$ cat config.mk
export PLATFORM = sky130hd
export DESIGN_NAME = fg_operand_loader_flat
export DESIGN_NICKNAME = d
export VERILOG_FILES = /design/src/rtl/fg_operand_loader_if.sv /design/src/rtl/fg_operand_loader.sv /design/src/flat_wrapper.sv
export SDC_FILE = /design/constraint.sdc
export NUM_CORES = 1
export LEC_CHECK = 0
export CAP_MARGIN = 20
export CORE_MARGIN = 2
export CORE_UTILIZATION = 38
export DETAILED_ROUTE_END_ITERATION = 12
export PLACE_DENSITY = 0.6
export SYNTH_ARGS = -nofsm -noshare
export SYNTH_HDL_FRONTEND = slang
export SYNTH_SLANG_ARGS = --single-unit
$ cat constraint.sdc
create_clock -name clk -period 17.26 [get_ports clk]
set_clock_uncertainty 0.1 [all_clocks]
set_input_delay 2.589 -clock clk [delete_from_list [all_inputs] [get_ports clk]]
set_output_delay 2.589 -clock clk [all_outputs]
set_load 0.02 [all_outputs]
$ cat src/rtl/fg_operand_loader_if.sv
// Bundles the sample-in, weight-write and group-out signals of fg_operand_loader.
// The loader connects through the slave modport; the producer/consumer side uses master.
interface fg_operand_loader_if #(
    parameter int unsigned W     = 19,
    parameter int unsigned NBANK = 4
);
    localparam int unsigned BW = (NBANK > 1) ? $clog2(NBANK) : 1;

    logic [W-1:0]  in_data;
    logic          in_valid;
    logic          in_last;
    logic          in_ready;
    logic          mode;
    logic [BW-1:0] bank_sel;
    logic          w_wr_en;
    logic [BW-1:0] w_wr_bank;
    logic [1:0]    w_wr_idx;
    logic [W-1:0]  w_wr_data;
    logic [W-1:0]  a, b, c, d;
    logic [W-1:0]  wa, wb, wc, wd;
    logic          wsum_zero;
    logic          out_valid;
    logic          out_ready;
    logic          frame_done;

    modport slave (
        input  in_data, in_valid, in_last, mode, bank_sel,
        input  w_wr_en, w_wr_bank, w_wr_idx, w_wr_data, out_ready,
        output in_ready, a, b, c, d, wa, wb, wc, wd, wsum_zero, out_valid, frame_done
    );

    modport master (
        output in_data, in_valid, in_last, mode, bank_sel,
        output w_wr_en, w_wr_bank, w_wr_idx, w_wr_data, out_ready,
        input  in_ready, a, b, c, d, wa, wb, wc, wd, wsum_zero, out_valid, frame_done
    );
endinterface

$ cat src/rtl/fg_operand_loader.sv
// Assembles 4-sample operand groups (block or sliding window) for the FG block and
// attaches the selected weight set plus a zero-weight-sum flag.
module fg_operand_loader #(
    parameter int unsigned W     = 19,
    parameter int unsigned NBANK = 4
) (
    input  logic              clk,
    input  logic              rst,
    fg_operand_loader_if.slave bus
);
    localparam int unsigned SW = W + 2;
    localparam int unsigned FW = 3;

    logic [W-1:0]  r_win  [4];
    logic [FW-1:0] r_fill;
    logic          r_mode;
    logic [W-1:0]  r_bank [NBANK][4];
    logic [W-1:0]  r_grp  [4];
    logic [W-1:0]  r_wt   [4];
    logic          r_out_valid;
    logic          r_frame_done;
    logic          r_wsum_zero;

    logic          w_in_ready;
    logic          w_accept;
    logic          w_mode;
    logic [FW-1:0] w_fill_inc;
    logic          w_emit;
    logic          w_clear;
    logic [W-1:0]  w_shift [4];
    logic [W-1:0]  w_grp   [4];
    logic [W-1:0]  w_rd    [4];
    logic [SW-1:0] w_wsum;

    assign w_in_ready = !r_out_valid || bus.out_ready;
    assign w_accept   = bus.in_valid && w_in_ready;
    assign w_mode     = (r_fill == FW'(0)) ? bus.mode : r_mode;
    assign w_fill_inc = (r_fill == FW'(4)) ? r_fill : FW'(r_fill + FW'(1));
    assign w_emit     = w_accept && ((w_fill_inc == FW'(4)) || bus.in_last);
    // Block mode restarts after every full group; any frame end restarts both modes.
    assign w_clear    = bus.in_last || (!w_mode && (w_fill_inc == FW'(4)));

    // Window after shifting in the incoming sample, oldest at index 0.
    always_comb begin
        w_shift[0] = r_win[1];
        w_shift[1] = r_win[2];
        w_shift[2] = r_win[3];
        w_shift[3] = bus.in_data;
    end

    // Left-align short frames so a = oldest and the missing newest slots read zero.
    always_comb begin
        for (int i = 0; i < 4; i++) w_grp[i] = '0;
        case (w_fill_inc)
            FW'(1): w_grp[0] = w_shift[3];
            FW'(2): begin
                w_grp[0] = w_shift[2];
                w_grp[1] = w_shift[3];
            end
            FW'(3): begin
                w_grp[0] = w_shift[1];
                w_grp[1] = w_shift[2];
                w_grp[2] = w_shift[3];
            end
            default: for (int i = 0; i < 4; i++) w_grp[i] = w_shift[i];
        endcase
    end

    always_comb begin
        w_wsum = '0;
        for (int i = 0; i < 4; i++) begin
            w_rd[i] = r_bank[bus.bank_sel][i];
            w_wsum  = SW'(w_wsum + {{(SW-W){w_rd[i][W-1]}}, w_rd[i]});
        end
    end

    always_ff @(posedge clk) begin
        if (rst) begin
            r_fill       <= '0;
            r_mode       <= 1'b0;
            r_out_valid  <= 1'b0;
            r_frame_done <= 1'b0;
            r_wsum_zero  <= 1'b0;
            for (int i = 0; i < 4; i++) begin
                r_win[i] <= '0;
                r_grp[i] <= '0;
                r_wt[i]  <= '0;
            end
            for (int b = 0; b < NBANK; b++)
                for (int i = 0; i < 4; i++) r_bank[b][i] <= '0;
        end else begin
            // Bank writes land after the read above, so an emit on this edge sees the old value.
            if (bus.w_wr_en) r_bank[bus.w_wr_bank][bus.w_wr_idx] <= bus.w_wr_data;

            if (r_fill == FW'(0)) r_mode <= bus.mode;

            if (w_accept) begin
                if (w_clear) begin
                    r_fill <= '0;
                    for (int i = 0; i < 4; i++) r_win[i] <= '0;
                end else begin
                    r_fill <= w_fill_inc;
                    for (int i = 0; i < 4; i++) r_win[i] <= w_shift[i];
                end
            end

            if (w_emit) begin
                r_out_valid  <= 1'b1;
                r_frame_done <= bus.in_last;
                r_wsum_zero  <= (w_wsum == '0);
                for (int i = 0; i < 4; i++) begin
                    r_grp[i] <= w_grp[i];
                    r_wt[i]  <= w_rd[i];
                end
            end else if (r_out_valid && bus.out_ready) begin
                r_out_valid  <= 1'b0;
                r_frame_done <= 1'b0;
            end
        end
    end

    assign bus.in_ready   = w_in_ready;
    assign bus.a          = r_grp[0];
    assign bus.b          = r_grp[1];
    assign bus.c          = r_grp[2];
    assign bus.d          = r_grp[3];
    assign bus.wa         = r_wt[0];
    assign bus.wb         = r_wt[1];
    assign bus.wc         = r_wt[2];
    assign bus.wd         = r_wt[3];
    assign bus.wsum_zero  = r_wsum_zero;
    assign bus.out_valid  = r_out_valid;
    assign bus.frame_done = r_frame_done;
endmodule

$ cat src/flat_wrapper.sv
// flat-port wrapper written by rule: the top's interface ports become plain ports
module fg_operand_loader_flat 
#(
    parameter int unsigned W     = 19,
    parameter int unsigned NBANK = 4
)
  (clk, rst, bus_in_data, bus_in_valid, bus_in_last, bus_mode, bus_bank_sel, bus_w_wr_en, bus_w_wr_bank, bus_w_wr_idx, bus_w_wr_data, bus_out_ready, bus_in_ready, bus_a, bus_b, bus_c, bus_d, bus_wa, bus_wb, bus_wc, bus_wd, bus_wsum_zero, bus_out_valid, bus_frame_done);
  fg_operand_loader_if #(.W(W), .NBANK(NBANK)) bus_i ();
  input  logic clk;
  input  logic rst;
  input wire logic [$bits(bus_i.in_data)-1:0] bus_in_data;
  input wire logic [$bits(bus_i.in_valid)-1:0] bus_in_valid;
  input wire logic [$bits(bus_i.in_last)-1:0] bus_in_last;
  input wire logic [$bits(bus_i.mode)-1:0] bus_mode;
  input wire logic [$bits(bus_i.bank_sel)-1:0] bus_bank_sel;
  input wire logic [$bits(bus_i.w_wr_en)-1:0] bus_w_wr_en;
  input wire logic [$bits(bus_i.w_wr_bank)-1:0] bus_w_wr_bank;
  input wire logic [$bits(bus_i.w_wr_idx)-1:0] bus_w_wr_idx;
  input wire logic [$bits(bus_i.w_wr_data)-1:0] bus_w_wr_data;
  input wire logic [$bits(bus_i.out_ready)-1:0] bus_out_ready;
  output wire logic [$bits(bus_i.in_ready)-1:0] bus_in_ready;
  output wire logic [$bits(bus_i.a)-1:0] bus_a;
  output wire logic [$bits(bus_i.b)-1:0] bus_b;
  output wire logic [$bits(bus_i.c)-1:0] bus_c;
  output wire logic [$bits(bus_i.d)-1:0] bus_d;
  output wire logic [$bits(bus_i.wa)-1:0] bus_wa;
  output wire logic [$bits(bus_i.wb)-1:0] bus_wb;
  output wire logic [$bits(bus_i.wc)-1:0] bus_wc;
  output wire logic [$bits(bus_i.wd)-1:0] bus_wd;
  output wire logic [$bits(bus_i.wsum_zero)-1:0] bus_wsum_zero;
  output wire logic [$bits(bus_i.out_valid)-1:0] bus_out_valid;
  output wire logic [$bits(bus_i.frame_done)-1:0] bus_frame_done;
  assign bus_i.in_data = bus_in_data;
  assign bus_i.in_valid = bus_in_valid;
  assign bus_i.in_last = bus_in_last;
  assign bus_i.mode = bus_mode;
  assign bus_i.bank_sel = bus_bank_sel;
  assign bus_i.w_wr_en = bus_w_wr_en;
  assign bus_i.w_wr_bank = bus_w_wr_bank;
  assign bus_i.w_wr_idx = bus_w_wr_idx;
  assign bus_i.w_wr_data = bus_w_wr_data;
  assign bus_i.out_ready = bus_out_ready;
  assign bus_in_ready = bus_i.in_ready;
  assign bus_a = bus_i.a;
  assign bus_b = bus_i.b;
  assign bus_c = bus_i.c;
  assign bus_d = bus_i.d;
  assign bus_wa = bus_i.wa;
  assign bus_wb = bus_i.wb;
  assign bus_wc = bus_i.wc;
  assign bus_wd = bus_i.wd;
  assign bus_wsum_zero = bus_i.wsum_zero;
  assign bus_out_valid = bus_i.out_valid;
  assign bus_frame_done = bus_i.frame_done;
  fg_operand_loader #(.W(W), .NBANK(NBANK)) u_core (.clk(clk), .rst(rst), .bus(bus_i));
endmodule
Word-level counts from Yosys, hierarchy flattened

Memories as Yosys holds them, arrays and structs flattened.
Cells that the tools add are included.

Word-level logic and storage cells: 100
Input bits: 51
Memories: 4
Register bits after elaboration: 7
Memory bits (writable): 532
Output and inout port bits: 156

Reductions and logical operators: 16
Multiplexer cells: 47
$lt $le $gt $ge: 2
Add/sub/neg operators: 4
Bitwise operators: 17
Equality and inequality tests: 5

Memory list:

| name          | words | width | rd ports | clocked after memory_dff | write ports | line                    | text |
|---|---|---|---|---|---|---|---|
| u_core.r_bank | 4     | 76    | 1        | 0                        | 4           | fg_operand_loader.sv:17 | `logic [W-1:0] r_bank [NBANK][4];` |
| u_core.r_grp  | 4     | 19    | 4        | 0                        | 4           | fg_operand_loader.sv:18 | `logic [W-1:0] r_grp [4];` |
| u_core.r_win  | 4     | 19    | 3        | 0                        | 4           | fg_operand_loader.sv:14 | `logic [W-1:0] r_win [4];` |
| u_core.r_wt   | 4     | 19    | 4        | 0                        | 4           | fg_operand_loader.sv:19 | `logic [W-1:0] r_wt [4];` |

Operators by type and width:

| cell                                                                          | number |
|---|---|
| 19-bit 2-to-1 mux                                                             | 18 |
| 76-bit 2-to-1 mux                                                             | 3 |
| 19-bit one-hot mux with 3 select lines                                        | 2 |
| 76-bit OR reduction                                                           | 1 |
| 21-bit adder                                                                  | 2 |
| 19-bit demux with 2-bit select                                                | 1 |
| 19-bit one-hot mux with 2 select lines                                        | 1 |
| 21-bit logical NOT                                                            | 1 |
| 19-bit by 19-bit adder with 20-bit output                                     | 1 |
| 1-bit 2-to-1 mux                                                              | 19 |
| 1-bit bitwise OR                                                              | 16 |
| 3-bit by 2-bit == test with 1-bit output (second input constant)              | 2 |
| 3-bit == test (second input constant)                                         | 2 |
| 3-bit 2-to-1 mux                                                              | 2 |
| 1-bit logical AND                                                             | 5 |
| 3-bit by 1-bit adder with 3-bit output (second input constant)                | 1 |
| 3-bit by 1-bit == test with 1-bit output (second input constant)              | 1 |
| 3-bit greater-or-equal comparator (second input constant)                     | 1 |
| 3-bit logical NOT                                                             | 1 |
| 1-bit logical OR                                                              | 3 |
| 3-bit by 1-bit less-than comparator with 1-bit output (second input constant) | 1 |
| 2-bit inverter with 3-bit output                                              | 1 |
| 3-bit OR reduction                                                            | 1 |
| 1-bit logical NOT                                                             | 2 |
| 3 further kinds                                                               | 3 |

Logic depth before layout (Yosys ltp)

Gate-level depths: netlist (run 1).

Depth in word-level cells: 11
Depth in mapped cells: 27
Depth with buffers taken out: 25

Worst setup path before layout (run 1)

OpenSTA, ideal clock, no wires.

Path kind: input port to flip-flop
Start point: in bus_bank_sel[0]
End point: reg u_core.r_wsum_zero (netlist: u_core.bus.wsum_zero)
Arrival time: 7664 ps
Slack: 9380 ps
Required time: 17045 ps
Buffers on the path: 3
Stages: 24
Library setup time: 115 ps
Path through: clkbuf_1 -> buf_2 -> buf_2 -> mux4_2 -> ha_1 -> a21o_1 -> a21oi_2 -> o21ai_1 -> a41o_1 -> o41ai_4 -> o21bai_1 -> a21oi_1 -> xor2_1 -> fa_1 -> inv_1 -> ha_1 -> a21oi_1 -> o21ai_1 -> or4_1 -> o21ai_2 -> o311ai_1 -> a21oi_1 -> xnor2_1 -> a31o_1

RTL lines:

| element              | line                     | text |
|---|---|---|
| from (decl)          | flat_wrapper.sv:15       | `input wire logic [$bits(bus_i.bank_sel)-1:0] bus_bank_sel;` |
| to (signal assigned) | fg_operand_loader.sv:110 | `r_wsum_zero <= (w_wsum == '0);` |
| to (decl)            | fg_operand_loader.sv:22  | `logic r_wsum_zero;` |

==> reports/results.tsv, run 1 <==
metric	value	unit
outcome	finished clean	
Hold Crit Class	reg -> reg	
Final Hold Fails	0	
Critical Path AT	9.13	ns
Critical Path Fanout Max	42	
post-detail-place hpwl	43400	µm
Post-layout nets	2123	
die width	259	µm
CTS tree	done	
hold_buf cts	0	
Netlist Area Pre-Place	24700	µm²
clock tree buffer depth	3	
RR Endpoint	u_core.bus.wsum_zero$_SDFFE_PP0P_	
Clock Tree Root	clkbuf_16	
RSZ-0062 raised after global routing	false	
Slew HR	22.4	%
Vias/cell	5.44	
Clk Latency, worst-skew pair	0.63	ns
synthesized area per cell	13.4	µm²
Layout Area Growth over Synthesis	18.5	%
Iter 0 DRT Violations	1372	
R2R Path Start	u_core.r_bank[2][38]$_SDFFCE_PN0P_	
DP Area	27600	µm²
cell area after layout	29300	µm²
Met3 Routed Length	4920	µm
commonest non-fill, non-tap cell in the layout	edfxtp_1	
first-pass GRT wire length	100000	µm
Post-Synthesis Cells	1849	
P per Cell Area	118	nW/µm²
PortBufs	206	
reg2reg path depth	24	
grt ovf	0	
# DRC	0	
commonest non-fill, non-tap cells in the layout	494 x edfxtp_1, 311 x and2_1, 203 x clkdlybuf4s50_1	
WL per Instance	23.1	µm
top cell type's share of synthesized area	60.0	%
vias in the first global route	15800	
Detail Route Antenna Nets	0	
Clock Pin Slew Worst Setup and Hold Paths	0.06	ns
largest net degree at the start of global routing	83	
Routed met2 length	32300	µm
number of antenna violations at the first check in global routing	0	
max-cap violations	0	
fin crit share	50.3	%
Top-Level Pins	207	
Util after Layout	45.5	%
peak supply drop	0.0842	mV
Core Box Area	64300	µm²
HP Start	u_core.r_win[2][9]$_SDFFE_PP0P_	
Synth area leader	edfxtp_1	
critical path capture point type	flip-flop	
Synth area leaders	edfxtp_1 60%, and2_1 7.9%, mux4_2 6.9%, and3_1 2.4%, dfxtp_1 2.1%	
Hold EP	u_core.r_win[2][9]$_SDFFE_PP0P_	
worst slew pin tran	1.16	ns
gp weighted congestion	0.822	
Mapped Nets	1962	
CTS resizes	0	
Yosys cell types	74	
CTS Sinks	520	
Critical Path RT	17.71	ns
asr flop ratio synth	0	%
routed wire length	67100	µm
n_diodes	0	
dpl cells	2807	
Reg2Reg Setup Slack	11.44	ns
DRT Pass-1 Iters	5	
layout cell share with drive strength beyond 1	11.8	%
Pleak	10.9	nW
Chip Height	259	µm
Yosys reg bits	520	
Setup Buffers After CTS	0	
Max Used Layer	met4	
Seq/Total Area, Yosys	62.1	%
H-Tree Depth	2	
Period minus WS final	8.68	ns
hold path depth	2	
Placement Rows	93	
setup violators final	0	
Global Route Usage Sum	19.8	%
DIE AREA	67100	µm²
Max Slew Vio Count	0	
CTS Buf Count	55	
max frequency	115	MHz
EDFF count, synth	494	
Synth warnings	0	
Initial Utilization	38.4	%
M1 wire length	28300	µm
crit path kind	in -> reg	
CP Launch Type	primary input	
Synth Flop Type	edfxtp_1	
TNS Setup	0	ns
Post-Layout Cell Count	2910	
via count	15800	
-- layer usage --
layer	global-route usage, %	up-vias
met4	5.23	0
li1	-	7069
met3	3.55	116
met5	0	-
met1	26.7	8008
met2	32.8	646
-- kinds of logic (layout without fill, tap and decap cells) --
logic type / Yosys count / after routing / synth area share [%]
and+or+nand+nor: 717 / 717 / 16.2
DFF: 520 / 520 / 62.1
buffers and inverters: 227 / 433 / 3.68
AOI/OAI and AO/OA: 215 / 215 / 6.10
muxes: 83 / 83 / 7.23
adders and majority gates: 62 / 62 / 3.81
xor gates and xnor gates: 25 / 25 / 0.916
-- registers in the layout (all words and copies together), names as in the netlist --
signal / count
u_core.r_bank: 304
u_core.r_fill: 3
u_core.r_mode: 1
u_core.bus.frame_done: 1
u_core.r_win: 57
u_core.r_grp: 76
u_core.bus.wsum_zero: 1
u_core.bus.out_valid: 1
u_core.r_wt: 76
-- Yosys cell counts (all sizes together) (33+ instances only) --
library cell,n
edfxtp,494
and2,311
nor2,112
clkbuf,98
and3,95
inv,94
mux4,76
nand2,71
a21oi,53
o21ai,41
ha,40
buf,35
nand3,33
-- layout make-up --
| class | instances | area, µm² |
|---|---|---|
| Fill cell | 5761 | 35100 |
| Sequential cell | 520 | 15400 |
| Multi-Input combinational cell | 1102 | 8520 |
| Timing Repair Buffer | 237 | 2310 |
| Clock buffer | 79 | 1500 |
| Tap cell | 855 | 1070 |
| Inverter | 94 | 358 |
| Clock inverter | 23 | 186 |
-- critical path, cell delays in order --
cell       delay [ns]
buf_4            0.56
buf_4            0.81
mux4_2           0.63
ha_1             0.26
or3_1            0.34
o211a_1          0.26
o21a_1           0.19
o21ai_1          0.38
o221ai_1         0.24
nor2_1           0.16
xor2_1           0.21
fa_1             0.43
inv_1            0.07
ha_1             0.31
nor3b_1          0.19
nor2b_1          0.13
a2111oi_0        0.42
nand4_1          0.17
nor4_1           0.20
nand4_1          0.12
nor4_1           0.21
a31o_1           0.18
-- through the flow --
step	setup slack, ns	total power [W]	hold WS (ns)
after global placement	8.06	0.00233	0.365
after floorplan	9.38	0.00209	0.353
final	8.58	0.00344	0.382
after detailed placement	7.98	0.00234	0.372
after global routing	8.14	0.00359	0.399
after CTS	8.62	0.00346	0.381
-- power breakdown --
part	switching, W	leakage [nW]	internal (W)
Clock	0.000501	0.820	0.000622
Sequential	0.0000264	5.15	0.00146
Combinational	0.000507	4.97	0.000332
-- how the worst max path moves through the flow --
stage | startpoint | to | slack [ns] | cells past startpoint
2_1_floorplan | bus_bank_sel[0] | u_core.bus.wsum_zero$_SDFFE_PP0P_ | 9.38 | 24
3_3_place_gp | bus_bank_sel[0] | u_core.bus.wsum_zero$_SDFFE_PP0P_ | 8.06 | 22
3_5_place_dp | bus_bank_sel[0] | u_core.bus.wsum_zero$_SDFFE_PP0P_ | 7.98 | 22
4_1_cts | bus_bank_sel[0] | u_core.bus.wsum_zero$_SDFFE_PP0P_ | 8.62 | 22
5_1_grt | bus_bank_sel[0] | u_core.bus.wsum_zero$_SDFFE_PP0P_ | 8.14 | 22
6_report | bus_bank_sel[0] | u_core.bus.wsum_zero$_SDFFE_PP0P_ | 8.58 | 22
(Power assumes the default switching activity.)
==> run 2: changes to the inputs <==
Clock period 17.26 ns to 8.6 ns, I/O delays scaled along.
==> run 2 against run 1 <==
Against the previous run: count of clock-buffer cells in the layout is 5 lower; clock power is 110% higher; first-iteration DRC count is 4.2% lower; non-clock buffer count is 2 higher; register-to-register slack worse by 8.6 ns; setup slack worse by 6.6 ns; largest cell class unchanged.
==> reports/results.tsv, run 2 (same netlist as run 1, synthesis figures left out) <==
metric	value	unit	change
outcome	finished clean		
clock tree buffer depth	3		unchanged
critical path capture point type	flip-flop		
hold_buf cts	0		unchanged
TNS Setup	0	ns	unchanged
DP Worst Slack	1.48	ns	-6.50 ns
routed wire length	67000	µm	about the same
grt ovf	0		unchanged
CP Launch Type	primary input		
max frequency	151	MHz	
DIE AREA	67100	µm²	unchanged
CTS tree	done		
Post-Layout Cell Count	2913		+0.10%
Layout Area Growth over Synthesis	18.9	%	
setup violators final	0		unchanged
Chip Height	259	µm	unchanged
max reg flops	304		unchanged
first-pass GRT wire length	99900	µm	-0.58%
biggest regs	u_core.r_bank (304), u_core.r_grp (76), u_core.r_wt (76)		
Critical Path AT	7.09	ns	-2.04 ns
Iter 0 DRT Violations	1314		-4.2%
dpl cells	2809		+0.071%
Hold EP	u_core.r_win[2][14]$_SDFFE_PP0P_		
Util after Layout	45.7	%	+0.14 points
CTS Buf Count	55		unchanged
P per Cell Area	239	nW/µm²	+100%
HP Start	u_core.r_win[2][14]$_SDFFE_PP0P_		
layout cell share with drive strength beyond 1	12.0	%	+0.13 points
post-detail-place hpwl	43000	µm	-0.95%
max-cap violations	0		unchanged
RR Endpoint	u_core.bus.wsum_zero$_SDFFE_PP0P_		
# DRC	0		unchanged
Vias/cell	5.38		-1.1%
Top-Level Pins	207		unchanged
largest net degree at the start of global routing	92		+11%
reg2reg path depth	24		unchanged
Clk Latency, worst-skew pair	0.63	ns	about the same
crit path kind	in -> reg		
worst slew pin tran	1.17	ns	+0.0109 ns
Placement Rows	93		unchanged
WL per Instance	23.0	µm	-0.18%
Clock Tree Root	clkbuf_16		
Critical Path Fanout Max	36		-14%
R2R Path Start	u_core.r_bank[0][38]$_SDFFCE_PN0P_		
commonest non-fill, non-tap cells in the layout	494 x edfxtp_1, 311 x and2_1, 203 x clkdlybuf4s50_1		
Clock Pin Slew Worst Setup and Hold Paths	0.07	ns	about the same
Setup Buffers After CTS	0		unchanged
Global Route Usage Sum	19.8	%	+0.038 points
Pleak	11.0	nW	+0.42%
n_diodes	0		unchanged
Reg with most FFs	u_core.r_bank		
Fin Hold WS	0.388	ns	+0.00599 ns
gp weighted congestion	0.878		+6.8%
vias in the first global route	15700		-0.52%
Core Box Area	64300	µm²	unchanged
CTS resizes	0		unchanged
hold path depth	2		unchanged
Detail Route Antenna Nets	0		unchanged
via count	15700		-1.0%
peak supply drop	0.190	mV	+130%
Slew HR	21.8	%	-0.62 points
Hold Crit Class	reg -> reg		
Initial Utilization	38.4	%	unchanged
Reg2Reg Setup Slack	2.80	ns	-8.64 ns
Post-layout nets	2125		+0.094%
RSZ-0062 raised after global routing	false		
H-Tree Depth	2		unchanged
fin crit share	76.9	%	
Critical Path RT	9.08	ns	-8.63 ns
Period minus WS final	6.61	ns	
Max Slew Vio Count	0		unchanged
die width	259	µm	unchanged
DRT Pass-1 Iters	5		unchanged
CTS Sinks	520		unchanged
final worst slack	1.99	ns	-6.60 ns
commonest non-fill, non-tap cell in the layout	edfxtp_1		
number of antenna violations at the first check in global routing	0		unchanged
Final Hold Fails	0		unchanged
PortBufs	206		unchanged
-- run 2: metal layers --
layer  routed length [µm]  global-route usage (%)  up-vias
met5                    0                       0        -
met4                 1850                    5.99        0
met3                 4850                    3.76      110
met2                31900                    32.4      647
met1                28400                    26.8     7852
li1                     -                       -     7065
-- run 2: worst max path at each step --
stage | startpoint | to
2_1_floorplan | bus_bank_sel[0] | u_core.bus.wsum_zero$_SDFFE_PP0P_
3_3_place_gp | bus_bank_sel[0] | u_core.bus.wsum_zero$_SDFFE_PP0P_
3_5_place_dp | bus_bank_sel[1] | u_core.bus.wsum_zero$_SDFFE_PP0P_
4_1_cts | bus_bank_sel[1] | u_core.bus.wsum_zero$_SDFFE_PP0P_
5_1_grt | bus_bank_sel[0] | u_core.bus.wsum_zero$_SDFFE_PP0P_
6_report | bus_bank_sel[1] | u_core.bus.wsum_zero$_SDFFE_PP0P_
-- run 2: through the flow --
step / area (µm²) / total power [W]
2_1_floorplan: 24700 / 0.00420
3_3_place_gp: 27600 / 0.00466
3_5_place_dp: 27600 / 0.00469
4_1_cts: 29400 / 0.00704
5_1_grt: 29400 / 0.00733
6_report: 29400 / 0.00703
-- run 2: area by class of cell --
type                            count  area, µm²
Tap cell                          855       1070
Fill cell                        5698      35000
Clock buffer                       74       1490
Timing Repair Buffer              239       2320
Inverter                           94        358
Multi-Input combinational cell   1102       8510
Sequential cell                   520      15400
Clock inverter                     29        285
-- run 2: worst max-delay path, cell delays in order --
cell      delay (ns)
buf_2           0.34
buf_4           0.56
mux4_2          0.43
ha_1            0.40
and2_1          0.19
a41o_1          0.30
o41ai_4         0.34
o21ai_1         0.13
a21oi_1         0.18
xor2_1          0.28
fa_1            0.46
inv_1           0.07
ha_1            0.33
a211oi_1        0.54
o31ai_1         0.14
nor4_1          0.21
nand4_1         0.13
nor4_1          0.20
nand4_1         0.13
nor4_1          0.24
a31o_1          0.19
-- run 2: report_power, final --
group | switching, W | internal (W) | leakage [nW]
sequential | 0.0000527 | 0.00292 | 5.15
clock | 0.00101 | 0.00134 | 0.859
combinational | 0.00104 | 0.000668 | 4.98
total | 0.00210 | 0.00493 | 11.0
==> run 3: changes to the inputs <==
Clock period 8.6 ns to 6.9 ns, I/O delays scaled along.
==> run 3 against run 2 <==
Against the previous run: sequential cell count is the same; design area fell by 0.17%; critical path depth is 1 higher; non-clock buffer count grew 10; total power up 22%; count of clock-buffer cells in the layout fell by 6; hold slack got worse by 0.0059 ns; critical endpoint unchanged; largest power group unchanged.
==> reports/results.tsv, run 3 (same netlist as run 1, synthesis figures left out) <==
metric	value	unit	change
outcome	finished clean		
CTS resizes	0		unchanged
H-Tree Depth	2		unchanged
CP Launch Type	primary input		
post-detail-place hpwl	43600	µm	+1.4%
Iter 0 DRT Violations	1455		+11%
routing usage on met2	32.7	%	+0.39 points
RR Endpoint	u_core.bus.wsum_zero$_SDFFE_PP0P_		
max-cap violations	0		unchanged
Fin Hold WS	0.382	ns	-0.00586 ns
Post-layout nets	2134		+0.42%
Global Route Usage Sum	19.6	%	-0.18 points
Core Box Area	64300	µm²	unchanged
number of antenna violations at the first check in global routing	3		+3
P per Cell Area	292	nW/µm²	+22%
CTS tree	done		
Reg with most FFs	u_core.r_bank		
Period minus WS final	6.17	ns	
DRT Pass-1 Iters	5		unchanged
critical path capture point type	flip-flop		
Detail Route Antenna Nets	0		unchanged
Clock Pin Slew Worst Setup and Hold Paths	0.06	ns	about the same
Hold Crit Class	reg -> reg		
Clk Latency, worst-skew pair	0.61	ns	-0.02 ns
first-pass GRT wire length	99400	µm	-0.53%
reg2reg path depth	24		unchanged
clock tree buffer depth	3		unchanged
PortBufs	206		unchanged
dpl cells	2819		+0.36%
gp weighted congestion	0.799		-9.0%
Top-Level Pins	207		unchanged
hold_buf cts	0		unchanged
Initial Utilization	38.4	%	unchanged
critical path endpoint	u_core.bus.wsum_zero$_SDFFE_PP0P_		
Critical Path RT	7.34	ns	-1.74 ns
commonest non-fill, non-tap cells in the layout	494 x edfxtp_1, 311 x and2_1, 203 x clkdlybuf4s50_1		
hold path depth	2		unchanged
CTS Sinks	520		unchanged
Critical Path AT	6.62	ns	-0.47 ns
worst slew pin tran	1.07	ns	-0.0992 ns
setup violators final	0		unchanged
max frequency	162	MHz	
Final Hold Fails	0		unchanged
largest net degree at the start of global routing	88		-4.3%
# DRC	0		unchanged
M1 GR Usage	26.7	%	-0.18 points
Placement Rows	93		unchanged
Vias/cell	5.39		+0.11%
commonest non-fill, non-tap cell in the layout	edfxtp_1		
Pleak	11.0	nW	about the same
die width	259	µm	unchanged
Clock Tree Root	clkbuf_16		
via count	15700		+0.31%
DIE AREA	67100	µm²	unchanged
WL per Instance	22.8	µm	-0.85%
layout cell share with drive strength beyond 1	12.1	%	+0.16 points
met3 Use GR	2.92	%	-0.84 points
Setup crit start	bus_bank_sel[0]		
GRT busiest layer	met2		
Post-Layout Cell Count	2919		+0.21%
TNS Setup	0	ns	unchanged
biggest regs	u_core.r_bank (304), u_core.r_grp (76), u_core.r_wt (76)		
crit path kind	in -> reg		
max reg flops	304		unchanged
Chip Height	259	µm	unchanged
R2R Path Start	u_core.r_bank[3][57]$_SDFFCE_PN0P_		
CTS Buf Count	54		-1.8%
fin crit share	89.4	%	
vias in the first global route	15700		-0.34%
Slew HR	28.3	%	+6.5 points
peak supply drop	0.185	mV	-2.7%
Layout Area Growth over Synthesis	18.7	%	
grt ovf	0		unchanged
Critical Path Fanout Max	15		-58%
Setup Buffers After CTS	0		unchanged
Reg2Reg Setup Slack	1.18	ns	-1.62 ns
routed wire length	66600	µm	-0.65%
RSZ-0062 raised after global routing	false		
Max Slew Vio Count	0		unchanged
==> run 3: worst max-delay path, stage by stage <==
cell and delay, ns:
buf_4 0.28, buf_4 0.31, mux4_2 0.56, ha_1 0.24, or3_1 0.37, o211a_1 0.26
o21a_1 0.19, o21ai_1 0.26, o221ai_1 0.21, nor2_1 0.15, xor2_1 0.35, fa_1 0.49
inv_1 0.07, ha_1 0.27, o21ai_0 0.39, o31ai_1 0.14, nor4_1 0.18, nand4_1 0.13
nor4_1 0.19, nand4_1 0.12, nor4_1 0.21, a31o_1 0.18
==> run 3: worst min-delay path by stage <==
stage                                      from                          endpoint  slack, ns
4_1_cts        u_core.r_win[2][18]$_SDFFE_PP0P_  u_core.r_win[2][18]$_SDFFE_PP0P_       0.38
3_5_place_dp   u_core.r_win[2][18]$_SDFFE_PP0P_  u_core.r_win[2][18]$_SDFFE_PP0P_       0.37
6_report       u_core.r_win[2][18]$_SDFFE_PP0P_  u_core.r_win[2][18]$_SDFFE_PP0P_       0.38
2_1_floorplan  u_core.r_win[2][13]$_SDFFE_PP0P_  u_core.r_win[2][13]$_SDFFE_PP0P_       0.35
3_3_place_gp    u_core.r_win[2][6]$_SDFFE_PP0P_   u_core.r_win[2][6]$_SDFFE_PP0P_       0.36
5_1_grt         u_core.r_win[2][6]$_SDFFE_PP0P_   u_core.r_win[2][6]$_SDFFE_PP0P_       0.41
==> run 3: area by class of cell <==
type | count | area [µm²]
antenna | 1 | 2.50
sequential | 520 | 15400
inverter | 94 | 358
clock inverter | 30 | 214
fill | 5678 | 35000
timing repair buffer | 249 | 2400
clock buffer | 68 | 1410
multi-input combinational | 1102 | 8520
tap | 855 | 1070
==> run 3: where the power goes <==
part	switching, W	internal [W]
registers	0.0000655	0.00364
clock network	0.00121	0.00152
logic	0.00128	0.000851
==> run 3: through the flow <==
| step | worst slack [ns] | utilization, % | power (W) | instance area, µm² |
|---|---|---|---|---|
| 3_3_place_gp | 0.326 | 43.0 | 0.00587 | 27700 |
| 5_1_grt | 0.253 | 45.6 | 0.00896 | 29300 |
| 3_5_place_dp | 0.175 | 43.0 | 0.00589 | 27700 |
| 6_report | 0.729 | 45.6 | 0.00857 | 29300 |
| 2_1_floorplan | 0.574 | - | 0.00523 | 24700 |
| 4_1_cts | 0.797 | 45.5 | 0.00861 | 29300 |
==> run 3: routing by layer <==
layer  vias up  wire, µm  share of wire (%)
met5         -        11              0.017
met4         2      1780                2.7
met3       109      4740                7.1
met2       671     32400                 49
met1      7855     27600                 41
li1       7086         -                  -
